### src/rtl/pe_noc_pkg.sv
// Packet field map, packet type codes and scheduler state encoding shared by
// the PE job scheduler and its arbiter.
package pe_noc_pkg;

   localparam int PKT_W   = 39;

   localparam int TYPE_HI = 38;
   localparam int TYPE_LO = 37;
   localparam int ADDR_HI = 36;
   localparam int ADDR_LO = 29;
   localparam int ROW_HI  = 27;
   localparam int ROW_LO  = 26;
   localparam int COL_HI  = 25;
   localparam int COL_LO  = 24;
   localparam int DATA_HI = 7;
   localparam int DATA_LO = 0;

   localparam logic [1:0] PKT_JOB  = 2'b01;
   localparam logic [1:0] PKT_PSUM = 2'b10;

   typedef enum logic [1:0] {
      RUN   = 2'd0,
      DRAIN = 2'd1,
      DONE  = 2'd2
   } sched_state_t;

endpackage

### src/rtl/rr_arbiter.sv
// Round-robin arbiter: picks the first requester at or after ptr, wrapping
// around to index 0; grant is one-hot, or zero when nobody requests.
module rr_arbiter #(
   parameter int N  = 4,
   parameter int PW = (N > 1) ? $clog2(N) : 1
) (
   input  logic [N-1:0]  req,
   input  logic [PW-1:0] ptr,
   output logic [N-1:0]  grant
);

   // First pass covers ptr..N-1, second pass wraps to 0..ptr-1.
   always_comb begin
      grant = '0;
      for (int i = 0; i < N; i++) begin
         if (grant == '0 && req[i] && i >= int'(ptr)) grant[i] = 1'b1;
      end
      for (int i = 0; i < N; i++) begin
         if (grant == '0 && req[i]) grant[i] = 1'b1;
      end
   end

endmodule

### src/rtl/pe_job_scheduler.sv
// Dispatches job packets to idle PEs round-robin, counts returning psums per
// PE, forwards them to the accumulator and supports a drain/flush sequence.
//
//   state | meaning
//   RUN   | jobs accepted and dispatched to idle PEs
//   DRAIN | no new jobs; waiting for outstanding jobs and output regs to empty
//   DONE  | drain complete (flush_done pulsed); waiting for flush to drop
module pe_job_scheduler
   import pe_noc_pkg::*;
#(
   parameter int         WIDTH        = PKT_W,
   parameter int         N_PE         = 4,
   parameter int         DEPTH_F      = 3,
   parameter logic [7:0] PE_BASE_ADDR = 8'h00
) (
   input  logic             clk,
   input  logic             reset,
   input  logic             job_valid,
   output logic             job_ready,
   input  logic [WIDTH-1:0] job_data,
   output logic             pkt_out_valid,
   input  logic             pkt_out_ready,
   output logic [WIDTH-1:0] pkt_out_data,
   input  logic             psum_valid,
   output logic             psum_ready,
   input  logic [WIDTH-1:0] psum_data,
   output logic             res_valid,
   input  logic             res_ready,
   output logic [11:0]      res_data,
   output logic             res_last,
   input  logic             flush,
   output logic             flush_done,
   output logic [N_PE-1:0]  busy_vec,
   output logic             err
);

   localparam int         PW        = $clog2(N_PE);
   localparam logic [1:0] DEPTH_CNT = 2'(DEPTH_F);

   sched_state_t  state_q, state_d;
   logic [3:0]    busy_q;
   logic [1:0]    cnt_q [4];
   logic [PW-1:0] rr_q;
   logic [PW-1:0] grant_idx;
   logic [N_PE-1:0] grant_oh;
   logic          job_fire, psum_fire, psum_legal, drain_empty;
   logic [1:0]    psum_idx, psum_col, cnt_inc;
   logic          unused_in;

   // Header of incoming jobs is overwritten; psum address/pad bits are ignored.
   assign unused_in = ^{job_data[TYPE_HI:ADDR_LO], psum_data[ADDR_HI:ADDR_LO-1],
                        psum_data[COL_LO-1:DATA_HI+1]};

   assign busy_vec    = busy_q[N_PE-1:0];
   assign job_ready   = (state_q == RUN) && !(&busy_vec) && (!pkt_out_valid || pkt_out_ready);
   assign psum_ready  = !res_valid || res_ready;
   assign job_fire    = job_valid && job_ready;
   assign psum_fire   = psum_valid && psum_ready;
   assign drain_empty = (busy_vec == '0) && !pkt_out_valid && !res_valid;

   rr_arbiter #(.N(N_PE), .PW(PW)) u_arb (
      .req   (~busy_vec),
      .ptr   (rr_q),
      .grant (grant_oh)
   );

   always_comb begin
      grant_idx = '0;
      for (int i = 0; i < N_PE; i++) begin
         if (grant_oh[i]) grant_idx = PW'(i);
      end
   end

   assign psum_idx   = psum_data[ROW_HI:ROW_LO];
   assign psum_col   = psum_data[COL_HI:COL_LO];
   assign cnt_inc    = cnt_q[psum_idx] + 2'd1;
   assign psum_legal = (int'(psum_idx) < N_PE) && busy_q[psum_idx] &&
                       (psum_data[TYPE_HI:TYPE_LO] == PKT_PSUM) &&
                       (psum_col != 2'd0) && (psum_col <= DEPTH_CNT);

   // A granted PE is idle and a legal psum targets a busy PE, so the two
   // updates below never touch the same busy/count entry in one cycle.
   always_ff @(posedge clk) begin
      if (reset) begin
         pkt_out_valid <= 1'b0;
         pkt_out_data  <= '0;
         res_valid     <= 1'b0;
         res_data      <= '0;
         res_last      <= 1'b0;
         err           <= 1'b0;
         busy_q        <= '0;
         rr_q          <= '0;
         for (int i = 0; i < 4; i++) cnt_q[i] <= '0;
      end else begin
         if (pkt_out_valid && pkt_out_ready) pkt_out_valid <= 1'b0;
         if (job_fire) begin
            pkt_out_valid       <= 1'b1;
            pkt_out_data        <= {PKT_JOB, PE_BASE_ADDR + 8'(grant_idx), job_data[ADDR_LO-1:0]};
            busy_q[grant_idx]   <= 1'b1;
            cnt_q[grant_idx]    <= '0;
            rr_q                <= (grant_idx == PW'(N_PE - 1)) ? '0 : grant_idx + 1'b1;
         end

         if (res_valid && res_ready) res_valid <= 1'b0;
         if (psum_fire) begin
            if (psum_legal) begin
               res_valid <= 1'b1;
               res_data  <= {psum_idx, psum_col, psum_data[DATA_HI:DATA_LO]};
               res_last  <= (cnt_inc == DEPTH_CNT);
               if (cnt_inc == DEPTH_CNT) begin
                  busy_q[psum_idx] <= 1'b0;
                  cnt_q[psum_idx]  <= '0;
               end else begin
                  cnt_q[psum_idx]  <= cnt_inc;
               end
            end else begin
               err <= 1'b1;
            end
         end
      end
   end

   always_ff @(posedge clk) begin
      if (reset) state_q <= RUN;
      else       state_q <= state_d;
   end

   always_comb begin
      state_d    = state_q;
      flush_done = 1'b0;
      case (state_q)
         RUN:   if (flush) state_d = DRAIN;
         DRAIN: begin
            if (!flush) begin
               state_d = RUN;
            end else if (drain_empty) begin
               state_d    = DONE;
               flush_done = 1'b1;
            end
         end
         DONE:  if (!flush) state_d = RUN;
         default: state_d = RUN;
      endcase
   end

endmodule

### config.mk
export PLATFORM = sky130hd
export DESIGN_NAME = pe_job_scheduler
export DESIGN_NICKNAME = d
export VERILOG_FILES = /design/src/rtl/pe_noc_pkg.sv /design/src/rtl/rr_arbiter.sv /design/src/rtl/pe_job_scheduler.sv
export SDC_FILE = /design/constraint.sdc
export NUM_CORES = 1
export LEC_CHECK = 0
export ABC_AREA = 1
export CAP_MARGIN = 20
export CORE_UTILIZATION = 39
export CTS_CLUSTER_DIAMETER = 150
export DETAILED_ROUTE_END_ITERATION = 7
export PLACE_DENSITY = 0.89
export SETUP_SLACK_MARGIN = 0.2
export SYNTH_ARGS = -nofsm -noshare
export SYNTH_HDL_FRONTEND = slang
export SYNTH_SLANG_ARGS = --single-unit
### constraint.sdc
create_clock -name clk -period 2.3 [get_ports clk]
set_clock_uncertainty 0.05 [all_clocks]
set_input_delay 0.46 -clock clk [delete_from_list [all_inputs] [get_ports clk]]
set_output_delay 0.46 -clock clk [all_outputs]
set_load 0.03 [all_outputs]
; Word level (Yosys, flattened, before mapping)
; Memory sizes are Yosys's and may differ from the RTL's.
; Cells that the tools add are included.
[op_classes]
addsub = 2
order_cmp = 8
n_eq_ne = 8
n_mux = 58
n_bitwise = 7
reduce_logical = 44
[ops]
columns = cell, count
row1 = $mux W1, 37
row2 = $mux W2, 12
row3 = $logic_and A1 B1 Y1, 23
row4 = $logic_not A4 Y1, 5
row5 = $mux W4, 5
row6 = $eq A2 B2 Y1 const B, 4
row7 = $not A4 Y4, 2
row8 = $lt A2 B3 Y1 const B, 2
row9 = $pmux W2 S3, 1
row10 = $add A2 B1 Y2 const B, 2
row11 = $and A4 B4 Y4, 1
row12 = $demux W1 S2, 2
row13 = $ge A1 B2 Y1 const A, 2
row14 = $ge A2 B1 Y1 const B, 2
row15 = $logic_not A2 Y1, 2
row16 = $ne A2 B2 Y1 const B, 2
row17 = $or A4 B4 Y4, 1
row18 = $reduce_and A2 Y1, 2
row19 = $reduce_and A4 Y1, 1
row20 = $reduce_bool A2 Y1, 2
row21 = $reduce_or A2 Y1, 2
row22 = $logic_not A1 Y1, 3
row23 = $logic_not A3 Y1, 1
row24 = $ne A3 B3 Y1 const B, 1
row25 = 8 further kinds, 10
[totals]
regBits = 56
ram_bits = 8
input_bits = 85
output_inout_bits = 62
wordCells = 137
n_memories = 1
[mem_list]
columns = name, words, word_bits, read_ports, rd_ports_with_merged_regs, write_ports, line_no
row1 = cnt_q, 4, 2, 1, 0, 4, pe_job_scheduler.sv:42  ; logic [1:0] cnt_q [4];

; Logic depth before layout (Yosys ltp)
[depth]
ltp_word = 38
ltp_mapped = 11
ltp_nobuf = 11

; Cells and area by module
; A second synthesis with hierarchy kept.
[unflattened]
cells_unflattened = 373
area_unflattened_um2 = 2871.5
[modules_own_cells]
columns = mod, instances, cells_per_inst, area_per_inst_um2, seq_area_each_um2
row1 = pe_job_scheduler, 1, 352, 2762.6, 1361.3
row2 = rr_arbiter, 1, 21, 108.9, 0.0

; Worst setup path before layout
; No wires, ideal clock.
[synth_path]
path_type = input port to flip-flop
from = in psum_data[26]
to = mem cnt_q[3][0], data pin
setup_ps = 256
t_arrival_ps = 1584
t_required_ps = 1994
path_slack_ps = 410
stages = 8
n_path_buf = 0
path_cell_list = nand2_1 inv_2 a22o_1 a221oi_1 ha_1 nor3_2 nand2_1 nor2_1
[synth_lines]
columns = element, line_no
row1 = "start, declared", pe_job_scheduler.sv:26  ; input logic [WIDTH-1:0] psum_data,
row2 = "end, declared", pe_job_scheduler.sv:42

; Worst setup path after layout
[layout_path]
from = reg busy_q[3] (netlist: busy_vec[3])
to = out busy_vec[3]
[layout_lines]
columns = element, line_no
row1 = "start, declared", pe_job_scheduler.sv:41  ; logic [3:0] busy_q;
row2 = "start signal, assigned", pe_job_scheduler.sv:91  ; busy_q <= '0;
row3 = "start signal, assigned by index", pe_job_scheduler.sv:99  ; busy_q[grant_idx] <= 1'b1;
row4 = "start signal, assigned by index", pe_job_scheduler.sv:111  ; busy_q[psum_idx] <= 1'b0;
row5 = "end, declared", pe_job_scheduler.sv:33  ; output logic [N_PE-1:0] busy_vec,
; No word-level cell between the ends.

==> metrics.cfg <==
[sta]
rsz0062_at_grt = true
hold_violations = 0
setup_viol = 0
slew_violations = 0
period_needed_ps = 2070
min_period_over_period_pct = 89.9
final.setup.tns_ps = 0
whs_ps = 408
max_freq_mhz = 484

[setup_path]
crit_start = busy_vec[3]
critPathSlowestCell = clkdlybuf4s50_1
end_kind = primary output
cp_max_fo = 6
cp.required_ps = 1790
critPathKind = reg2out
cp.arrival_ps = 1560
setup.worst_path.end = busy_vec[3]
critical-path-max-stage-delay_ps = 730
worst-path-stages = 1
r2r_cells = 10
cp-start-kind = register
crit_chain = clkdlybuf4s50_1
rrSetupSlack_ps = 320
worst_r2r_startpoint = busy_vec[0]
crit_buf_inv = 1
worstReg2RegEnd = cnt_q[2][1]
path_delay_family = buffers and inverters

[clocking]
clkSlewWorstSetupHoldPaths_ps = 70
cts_buffers = 9
postCtsSetupBuffers = 0
ctsHoldBuffers = 0
cts.path.max_buffers = 2
numClockSinks = 64
htreeDepth = 3
cts_root_buffer = clkbuf_8
clk_latency_ps = 340
cts_tree = done

[pwr]
p_per_area_nw_per_um2 = 849
vdd_drop_max_mv = 0.399
power_mw = 3.48
power.leakage_nw = 1.82

[status]
status = finished, violations left
violations = DRC

[detailed_routing]
wl_met1_um = 3040
dr.max_layer_used = met4
wl_um = 7790
first_pass_iters = 8
avgRoutedWirePerCell_um = 14.0
viasPerCell = 5.06
drc = 6
wl_met3_um = 617
wl_met2_um = 3950
postRouteAntennaNets = 0
vias = 2821
drtIter0Drc = 264

[placement]
dp_hpwl_um = 5530
port_buffers = 104
gp_congestion = 0.958
dpl-instance-area_um2 = 3870

[logic_synthesis]
synth_area_um2 = 2670
seq_area_frac_synth_pct = 51.0
ys_types = 31
synth_top_area_share_pct = 42.0
yosys-top-cells-area = dfxtp_1, nand2_1, edfxtp_1
synth_top_area_cell = dfxtp_1
syn_inst = 354
synth.avg_cell_area_um2 = 7.55
synth_warnings = 0
synth_seq_cells = 64

[finish]
fillers = 533
area_growth_pct = 53.7
nNetsFinal = 563
drive_gt1_share_pct = 11.7
diodes = 0
fin_area_um2 = 4110

[floorplanning]
pin_count = 147
die-height_um = 84.8
fp-row-count = 29
coreArea_um2 = 6490
die_area_um2 = 7180
start_util_pct = 41.1
die_width_um = 84.8

[global_routing]
grt_max_degree = 33
grtUsageTotal_pct = 22.7
grt_pass1_vias = 2882
grt_pass1_wl_um = 12900
antenna_found_initial = 0
overflow = 0

[flow_run]
maxCapViolCount = 0

[min_path]
hold_depth = 2
hold_path.class = reg2reg

-- synthesized netlist by cell type --
cell type and instances:
a21oi_1 9, a221oi_1 1, a22o_1 1, a22oi_1 1, a31oi_1 1, a32oi_1 2
and3_1 1, buf_2 4, buf_4 7, clkbuf_1 10, clkinv_1 2, conb_1 1
dfxtp_1 56, edfxtp_1 8, ha_1 3, inv_1 20, inv_2 5, nand2_1 103
nand3_1 41, nand4_1 6, nor2_1 42, nor2_2 2, nor2_4 1, nor3_1 3
nor3_2 1, nor3b_1 1, o21ai_0 17, o21ai_1 2, o22ai_1 1, or2_1 1
or2_2 1
-- timing repair --
item                                    4_1_cts  5_1_grt
endpoints found under the setup margin       19        5
hold endpoints to repair                      0        0
gates resized for setup                       6        5
pin swaps                                     0        1
-- cell families after synthesis --
| family | share of synthesized area, % |
|---|---|
| DFF | 51.0 |
| and+or+nand+nor | 32.3 |
| AOI/OAI and AO/OA | 7.31 |
| adders and majority gates | 1.41 |
| buffers and inverters | 7.92 |
| other | 0.140 |
-- registers in the layout, summed over array words and instances, names as in the netlist, 2 cells and up --
| name | cells |
|---|---|
| busy_vec | 4 |
| cnt_q | 8 |
| res_data | 12 |
| rr_q | 2 |
| pkt_out_data | 32 |
| state_q | 2 |
-- placed cells by master (no fill, tap or decap), types with 8 or more instances in the layout --
cell and count:
nand2_1 102, clkdlybuf4s50_1 99, dfxtp_1 55, nand3_1 41, nor2_1 40, buf_4 23
inv_1 20, o21ai_0 17, clkbuf_8 10, a21oi_1 9, edfxtp_1 8
-- cell type report --
cell class	instances	area [um2]	area share [%]
multi-input combinational	248	1140	27.8
tap	77	96.3	2.35
inverter	27	101	2.47
clock buffer	10	138	3.35
sequential	64	1360	33.2
clock inverter	6	81.3	1.98
timing repair buffer	125	1190	28.9
-- per-stage QoR --
step	util, %	cells	setup slack (ps)
after floorplan	-	360	410
after global placement	59.6	541	-186
after detailed placement	59.6	541	-247
after CTS	63.1	557	127
after global routing	63.2	557	193
final	63.2	557	232
-- worst min path at each step --
stage	slack [ps]	startpoint	end
2_1_floorplan	440	rr_q[1]	rr_q[1]
6_report	410	pkt_out_data[37]	pkt_out_data[37]
3_5_place_dp	400	pkt_out_data[37]	pkt_out_data[37]
3_3_place_gp	390	pkt_out_data[37]	pkt_out_data[37]
4_1_cts	410	pkt_out_data[37]	pkt_out_data[37]
5_1_grt	440	pkt_out_data[9]	pkt_out_data[9]
-- where the power goes --
part,internal (mW),total (mW),switching [mW]
Clock,0.635,1.08,0.444
Sequential,1.26,1.35,0.0938
Combinational,0.410,1.06,0.646
-- routing by layer --
layer,vias up,GRT usage (%)
met1,1291,25.4
li1,1373,-
met5,-,0
met3,24,6.59
met4,0,9.40
met2,133,40.4
(Power assumes the default switching activity.)
